[src/rtl/bram_dual_be_if.sv]
// Bus bundle for bram_dual_be.
//   master: drives the write port (write_i, wstrb_i, waddr_i, data_i) and the read request
//           (read_i, raddr_i); observes data_o, valid_o, busy_o.
//   slave:  the RAM side of the same signals.
// AddrW and XLEN must match memSize_p and XLEN of the attached bram_dual_be.
interface bram_dual_be_if #(
  parameter int unsigned AddrW = 6,
  parameter int unsigned XLEN  = 32
);
  logic                  write_i;
  logic [XLEN/8-1:0]     wstrb_i;
  logic [AddrW-1:0]      waddr_i;
  logic [XLEN-1:0]       data_i;
  logic                  read_i;
  logic [AddrW-1:0]      raddr_i;
  logic [XLEN-1:0]       data_o;
  logic                  valid_o;
  logic                  busy_o;

  modport master (
    output write_i, wstrb_i, waddr_i, data_i, read_i, raddr_i,
    input  data_o, valid_o, busy_o
  );

  modport slave (
    input  write_i, wstrb_i, waddr_i, data_i, read_i, raddr_i,
    output data_o, valid_o, busy_o
  );
endinterface

[src/rtl/bram_dual_be.sv]
// Simple-dual-port inferred block RAM with byte-strobed writes.
//   clk_i  : clock, all logic on posedge
//   rst_i  : synchronous active-high reset
//   bus    : bram_dual_be_if.slave
//            write_i/wstrb_i/waddr_i/data_i  byte-strobed write port
//            read_i/raddr_i                  read request
//            data_o                          read data, held until the next read completes
//            valid_o                         one-cycle pulse per completed read
//            busy_o                          clear sweep in progress, requests ignored
// A read that collides with a same-cycle write returns the written bytes merged over the old
// word. Read latency is 1 cycle, or 2 with OUT_REG_p=1. With CLEAR_ON_RESET_p=1 every word is
// zeroed after reset, one word per cycle, before traffic is accepted.
module bram_dual_be #(
  parameter int unsigned memSize_p        = 6,
  parameter int unsigned XLEN             = 32,
  parameter int unsigned OUT_REG_p        = 0,
  parameter int unsigned CLEAR_ON_RESET_p = 1
) (
  input  logic           clk_i,
  input  logic           rst_i,
  bram_dual_be_if.slave  bus
);

  localparam int unsigned NumBytes = XLEN / 8;
  localparam int unsigned Depth    = 2 ** memSize_p;
  localparam logic [memSize_p-1:0] LastAddr = {memSize_p{1'b1}};

  typedef enum logic {StClear, StReady} state_e;

  localparam state_e ResetState = (CLEAR_ON_RESET_p != 0) ? StClear : StReady;

  state_e                 state_q;
  logic [memSize_p-1:0]   clr_cnt_q;
  logic                   busy_q;

  logic [XLEN-1:0]        mem_q [Depth];

  logic                   wr_en;
  logic                   rd_en;
  logic [NumBytes-1:0]    hit_d;

  logic [XLEN-1:0]        rd_mem_q;
  logic [XLEN-1:0]        rd_wdata_q;
  logic [NumBytes-1:0]    rd_hit_q;
  logic                   rd_valid_q;
  logic [XLEN-1:0]        merged;

  // Control FSM: clear sweep, then normal operation.
  always_ff @(posedge clk_i) begin
    if (rst_i) begin
      state_q   <= ResetState;
      clr_cnt_q <= '0;
      busy_q    <= (CLEAR_ON_RESET_p != 0);
    end else begin
      case (state_q)
        StClear: begin
          clr_cnt_q <= clr_cnt_q + 1'b1;
          if (clr_cnt_q == LastAddr) begin
            state_q <= StReady;
            busy_q  <= 1'b0;
          end
        end
        StReady: begin
          busy_q <= 1'b0;
        end
        default: begin
          state_q <= ResetState;
        end
      endcase
    end
  end

  assign wr_en = (state_q == StReady) && bus.write_i && !rst_i;
  assign rd_en = (state_q == StReady) && bus.read_i && !rst_i;

  // Bytes of the current write that land on the word being read this cycle.
  assign hit_d = bus.wstrb_i & {NumBytes{bus.write_i && (bus.waddr_i == bus.raddr_i)}};

  // Array has no reset; only the clear sweep initialises it.
  always_ff @(posedge clk_i) begin
    if (state_q == StClear) begin
      mem_q[clr_cnt_q] <= '0;
    end else if (wr_en) begin
      for (int k = 0; k < NumBytes; k++) begin
        if (bus.wstrb_i[k]) begin
          mem_q[bus.waddr_i][8*k +: 8] <= bus.data_i[8*k +: 8];
        end
      end
    end
  end

  // Read stage 1: old word plus the colliding write data and its byte mask.
  always_ff @(posedge clk_i) begin
    if (rst_i) begin
      rd_mem_q   <= '0;
      rd_wdata_q <= '0;
      rd_hit_q   <= '0;
      rd_valid_q <= 1'b0;
    end else begin
      rd_valid_q <= rd_en;
      if (rd_en) begin
        rd_mem_q   <= mem_q[bus.raddr_i];
        rd_wdata_q <= bus.data_i;
        rd_hit_q   <= hit_d;
      end
    end
  end

  always_comb begin
    merged = rd_mem_q;
    for (int k = 0; k < NumBytes; k++) begin
      if (rd_hit_q[k]) begin
        merged[8*k +: 8] = rd_wdata_q[8*k +: 8];
      end
    end
  end

  if (OUT_REG_p != 0) begin : g_out_reg
    logic [XLEN-1:0] out_q;
    logic            out_valid_q;

    always_ff @(posedge clk_i) begin
      if (rst_i) begin
        out_q       <= '0;
        out_valid_q <= 1'b0;
      end else begin
        out_valid_q <= rd_valid_q;
        if (rd_valid_q) begin
          out_q <= merged;
        end
      end
    end

    assign bus.data_o  = out_q;
    assign bus.valid_o = out_valid_q;
  end else begin : g_no_out_reg
    // Stage-1 registers only change on an accepted read, so data_o holds in between.
    assign bus.data_o  = merged;
    assign bus.valid_o = rd_valid_q;
  end

  assign bus.busy_o = busy_q;

endmodule
[src/flat_wrapper.sv]
// flat-port wrapper written by rule: the top's interface ports become plain ports
module bram_dual_be_flat 
#(
  parameter int unsigned memSize_p        = 6,
  parameter int unsigned XLEN             = 32,
  parameter int unsigned OUT_REG_p        = 0,
  parameter int unsigned CLEAR_ON_RESET_p = 1
)
  (clk_i, rst_i, bus_write_i, bus_wstrb_i, bus_waddr_i, bus_data_i, bus_read_i, bus_raddr_i, bus_data_o, bus_valid_o, bus_busy_o);
  bram_dual_be_if #(.XLEN(XLEN)) bus_i ();
  input  logic clk_i;
  input  logic rst_i;
  input wire logic [$bits(bus_i.write_i)-1:0] bus_write_i;
  input wire logic [$bits(bus_i.wstrb_i)-1:0] bus_wstrb_i;
  input wire logic [$bits(bus_i.waddr_i)-1:0] bus_waddr_i;
  input wire logic [$bits(bus_i.data_i)-1:0] bus_data_i;
  input wire logic [$bits(bus_i.read_i)-1:0] bus_read_i;
  input wire logic [$bits(bus_i.raddr_i)-1:0] bus_raddr_i;
  output wire logic [$bits(bus_i.data_o)-1:0] bus_data_o;
  output wire logic [$bits(bus_i.valid_o)-1:0] bus_valid_o;
  output wire logic [$bits(bus_i.busy_o)-1:0] bus_busy_o;
  assign bus_i.write_i = bus_write_i;
  assign bus_i.wstrb_i = bus_wstrb_i;
  assign bus_i.waddr_i = bus_waddr_i;
  assign bus_i.data_i = bus_data_i;
  assign bus_i.read_i = bus_read_i;
  assign bus_i.raddr_i = bus_raddr_i;
  assign bus_data_o = bus_i.data_o;
  assign bus_valid_o = bus_i.valid_o;
  assign bus_busy_o = bus_i.busy_o;
  bram_dual_be #(.memSize_p(memSize_p), .XLEN(XLEN), .OUT_REG_p(OUT_REG_p), .CLEAR_ON_RESET_p(CLEAR_ON_RESET_p)) u_core (.clk_i(clk_i), .rst_i(rst_i), .bus(bus_i));
endmodule
[config.mk]
export PLATFORM = sky130hd
export DESIGN_NAME = bram_dual_be_flat
export DESIGN_NICKNAME = d
export VERILOG_FILES = /design/src/rtl/bram_dual_be_if.sv /design/src/rtl/bram_dual_be.sv /design/src/flat_wrapper.sv
export SDC_FILE = /design/constraint.sdc
export NUM_CORES = 2
export LEC_CHECK = 0
export ABC_CLOCK_PERIOD_IN_PS = 4600
export BUFFER_PORTS_ARGS = -buffer_cell sky130_fd_sc_hd__buf_4
export CORE_MARGIN = 2
export CORE_UTILIZATION = 45
export CTS_BUF_LIST = sky130_fd_sc_hd__clkbuf_8
export DETAILED_ROUTE_END_ITERATION = 10
export GPL_TIMING_DRIVEN = 0
export PLACE_DENSITY = 0.58
export SLEW_MARGIN = 20
export SYNTH_ARGS = -nofsm -noshare
export SYNTH_HDL_FRONTEND = slang
export SYNTH_SLANG_ARGS = --single-unit
[constraint.sdc]
create_clock -name clk_i -period 4.6 [get_ports clk_i]
set_clock_uncertainty 0.2 [all_clocks]
set_input_delay 0 -clock clk_i [delete_from_list [all_inputs] [get_ports clk_i]]
set_output_delay 0 -clock clk_i [all_outputs]
set_load 0.01 [all_outputs]
==> summary.md <==
| Metric | Value |
|---|---|
| Status | finished, violations left |
| Failing checks | setup timing |
| Crit-path slowest cell | nor2_1 |
| Clock sink total | between 2000 and 2500 |
| Post-synth top area share | 73.97% |
| CTS tree | yes |
| Final ANT Viol Nets | 0 |
| Leak | between 30 and 40 nW |
| Fin crit share | 103.4% |
| R2r startpoint | u_core.state_q$_SDFF_PP0_ |
| Cell mode on critical path | buf_4 |
| Total GRT Usage | 32.50% |
| CP top delay family | buffers and inverters |
| Post-Syn Area | just over 80000 sq um |
| Initial core utilization | between 40 and 50% |
| Die area | between 150000 and 200000 sq um |
| Synth Register Bits | 2125 |
| Gate power share | 5.6% |
| Clk Latency, worst-skew pair | between 1 and 1.5 ns |
| Maximum vdd drop | between 0.2 and 0.3 mV |
| First-pass GRT wire length | 401300 microns |
| Clock-pin slew on the worst setup and hold paths | 0.06 ns |
| Hold Crit Class | input port to flip-flop |
| RSZ-0062 raised after global routing | false |
| Asr flop ratio synth | 0% |
| Avg Cell Area, Syn | 20.02 sq um |
| Simple-gate share of the synthesized area | 3.308% |
| Cts bufs inserted | 363 |
| Non-Filler Instances | 7510 |
| Total grt overflow | 0 |
| Post-synthesis compound-gate area fraction | 2.572% |
| Final core occ | 52.25% |
| Die width | 433.8 microns |
| Fin worst setup slack | -0.1547 ns |
| Largest net degree at the start of global routing | 65 |
| Least-Margin Pin Slew | 1.325 ns |
| P&R area growth vs syn | 15.18% |
| Post-synthesis instance total | 4153 |
| Share of cells above drive strength 1 | 25.69% |
| TNS Setup | -5.417 ns |
| Nets@finish | slightly below 5000 |
| PwrDens | between 400 and 500 nW/um^2 |
| Layout Cell Area excl Fill | approximately 96000 sq um |
| Drt total wl | 306000 microns |
| Syn nets | 4206 |
| Most frequent cell after synthesis | edfxtp_1 |
| Adder-cell share of the synthesized area | 0.01505% |
| TritonRoute pass-1 iters | 8 |
| Worst path max stage delay | roughly 1.0 ns |
| Placed inst area | 87870 sq um |
| Synth area leader | edfxtp_1 |
| Via count | 47677 |
| HP Start | bus_data_i[23] |
| FILL cells | 14474 |
| Clk root buf | clkbuf_8 |
| WL/cell | ~40 microns |
| Fmax | between 200 and 250 MHz |
| Seq/Total Area, Yosys | 75.82% |
| I/O Pins | 86 |
| Cell variety after synth | 52 |
| Int Power | 29.83 mW |
| Chip Height | around 430 microns |
| DP HPWL | 203600 microns |
| Largest cells by area after synthesis | edfxtp_1 (74%), mux4_2 (11%), mux2i_1 (3.8%) |
| Port bufs | 78 |
| CP Launch Point | rst_i |
| CP bufs+invs | 6 |
| Drt initial violations | 7210 |
| Primary FF master, synth | edfxtp_1 |
| Vias in the first global route | 45906 |
| Net switching power | 9.270 mW |
| Std-Cell Rows | approximately 160 |
| Sequential Power Share | 53.8% |
| CTS Buffer Depth | 4 |
| CP Cell Sequence | dlygate4sd3_1 -> buf_4 -> dlygate4sd3_1 -> inv_2 -> and4_1 -> buf_4 -> buf_4 -> mux2i_1 -> nand2_1 -> nor2_1 |
| Vias/cell | 6.348 |
| Max cap viols | 0 |
| Crit path capture type | flip-flop |
| Xor/xnor share of the synthesized area | less than 1% |
| Worst hold slack | 0.06310 ns |
| Inst Count DP | approximately 6700 |
| Reg-to-reg slack, setup | ~0.060 ns |
| Largest family of logic cells by synthesized area | multiplexers |
| Slew Viols, Final | 0 |
| CP Launch Type | input port |
| Initial antenna violation count | 19 |
| Worst path arrival time | 5.23 ns |
| Clock Power Share | 40.6% |
| # setup viols final | 81 |
| Sw frac | 23.71% |
| Crit Path Max Fanout | 10 |
| Post-synth top cells | edfxtp_1 (2048), mux4_2 (419), mux2i_1 (313) |
| Final Hold Fails | 0 |
| DR DRC count | 0 |
| Minimum clock period | 4.755 ns |
| Critical path class | input port to flip-flop |
| Yosys warning count | 0 |
| Crit path required time | between 5 and 6 ns |
| Rel. slew slack | approximately an eighth |
| H-tree depth | 5 |
| Post-synth EDFFs | around 2000 |
| Gpl congestion | 1.056 |
| Core Box Area | around 180000 sq um |
| Post-CTS Resized | 0 |
| Multiplexer area fraction after synthesis | 16.47% |
[path summary, 6_finish.rpt]
path / end / depth (start not counted)
max: u_core.mem_q[50][5]$_DFFE_PP_ / 10
min: u_core.mem_q[15][23]$_DFFE_PP_ / 3
max reg2reg: u_core.mem_q[50][5]$_DFFE_PP_ / 6
min reg2reg: u_core.rd_mem_q[14]$_SDFFE_PP0P_ / 2
[placed cells by master (no fill, tap or decap), types with 16 or more instances in the layout]
master         Yosys  routed
mux4_2           419     419
mux2i_1          313     313
buf_1             24      17
nand2_1          159     159
nor2b_1           16      16
edfxtp_1        2048    2048
a21oi_1           38      38
clkbuf_1          98      61
clkinv_1           1      81
clkbuf_2           0      36
o211ai_1          17      17
and2_2             0      21
a211oi_1          27      27
buf_4             37     115
nor2_1           281     275
nand3_1           71      71
buf_16             0      24
clkinv_2           0      40
buf_2             59      66
buf_6             32      33
dlygate4sd3_1      0     135
o22ai_1           42      42
a22oi_1          107     107
clkbuf_8           0     387
dfxtp_1           77      77
inv_1              1     114
mux2_2           100     100
[area by class of cell]
| type | count | area [sq um] | share of cell area [%] |
|---|---|---|---|
| clock inverters | 243 | 1180 | 1.232 |
| clock buffers | 387 | 5326 | 5.562 |
| inverters | 3 | 11.26 | 0.01176 |
| repair buffers | 251 | 2869 | 2.996 |
| multi-input cells | 1774 | 18760 | 19.59 |
| flip-flops and latches | 2125 | 63040 | 65.83 |
| well taps | 2464 | 3083 | 3.219 |
| diodes | 12 | 30.03 | 0.03136 |
| plain buffers | 251 | 1464 | 1.529 |
[worst register-to-register path: cells and delay by family, from the launching register on]
kind	cells	cell delay, ns
DFF	1	0.42
and+or+nand+nor	3	2.12
muxes	1	0.95
buffers and inverters	2	0.46
[power groups by stage]
stage | Clock [mW] | Sequential, mW | Combinational, mW
finish | 15.9 | 21.0 | 2.21
global route | 16.7 | 21.0 | 2.17
CTS | 15.9 | 21.0 | 2.12
detailed placement | 0 | 21.4 | 2.05
global placement | 0 | 21.4 | 2.01
floorplan | 0 | 21.4 | 0.976
[stage by stage]
step / power, mW / worst slack [ns]
floorplan: 22.39 / 2.034
global placement: 23.44 / -0.3685
detailed placement: 23.48 / -0.008269
CTS: 39.01 / 0.2684
global route: 39.92 / 0.02559
finish: 39.10 / -0.1547
[what timing repair did]
item	CTS	global route
endpoints found under the hold margin	2393	0
setup buffers	0	0
hold buffers	135	0
[flip-flops by register name (all words and copies together) (netlist names)]
| name | cells |
|---|---|
| u_core.bus.valid_o | 1 |
| u_core.rd_wdata_q | 32 |
| u_core.bus.busy_o | 1 |
| u_core.clr_cnt_q | 6 |
| u_core.mem_q | 2048 |
| u_core.state_q | 1 |
| u_core.rd_mem_q | 32 |
| u_core.rd_hit_q | 4 |
[cell families (layout without fill, tap and decap cells)]
logic type	after synthesis	after routing
XOR/XNOR	10	10
adder cells (fa/ha/maj)	1	1
AND/OR/NAND/NOR	626	626
flip-flops	2125	2125
AO/OA/AOI/OAI	305	305
buffers and inverters	254	1135
other	0	12
multiplexers	832	832
[layer usage]
layer | track usage (%) | routed length [microns] | vias up
met2 | 48.83 | 138600 | 3369
met4 | 22.07 | 23270 | 14
met5 | 0 | 93 | -
met1 | 40.61 | 108900 | 25123
li1 | - | - | 18291
met3 | 9.965 | 35110 | 880
No activity file was read; power rests on OpenSTA's default activity.
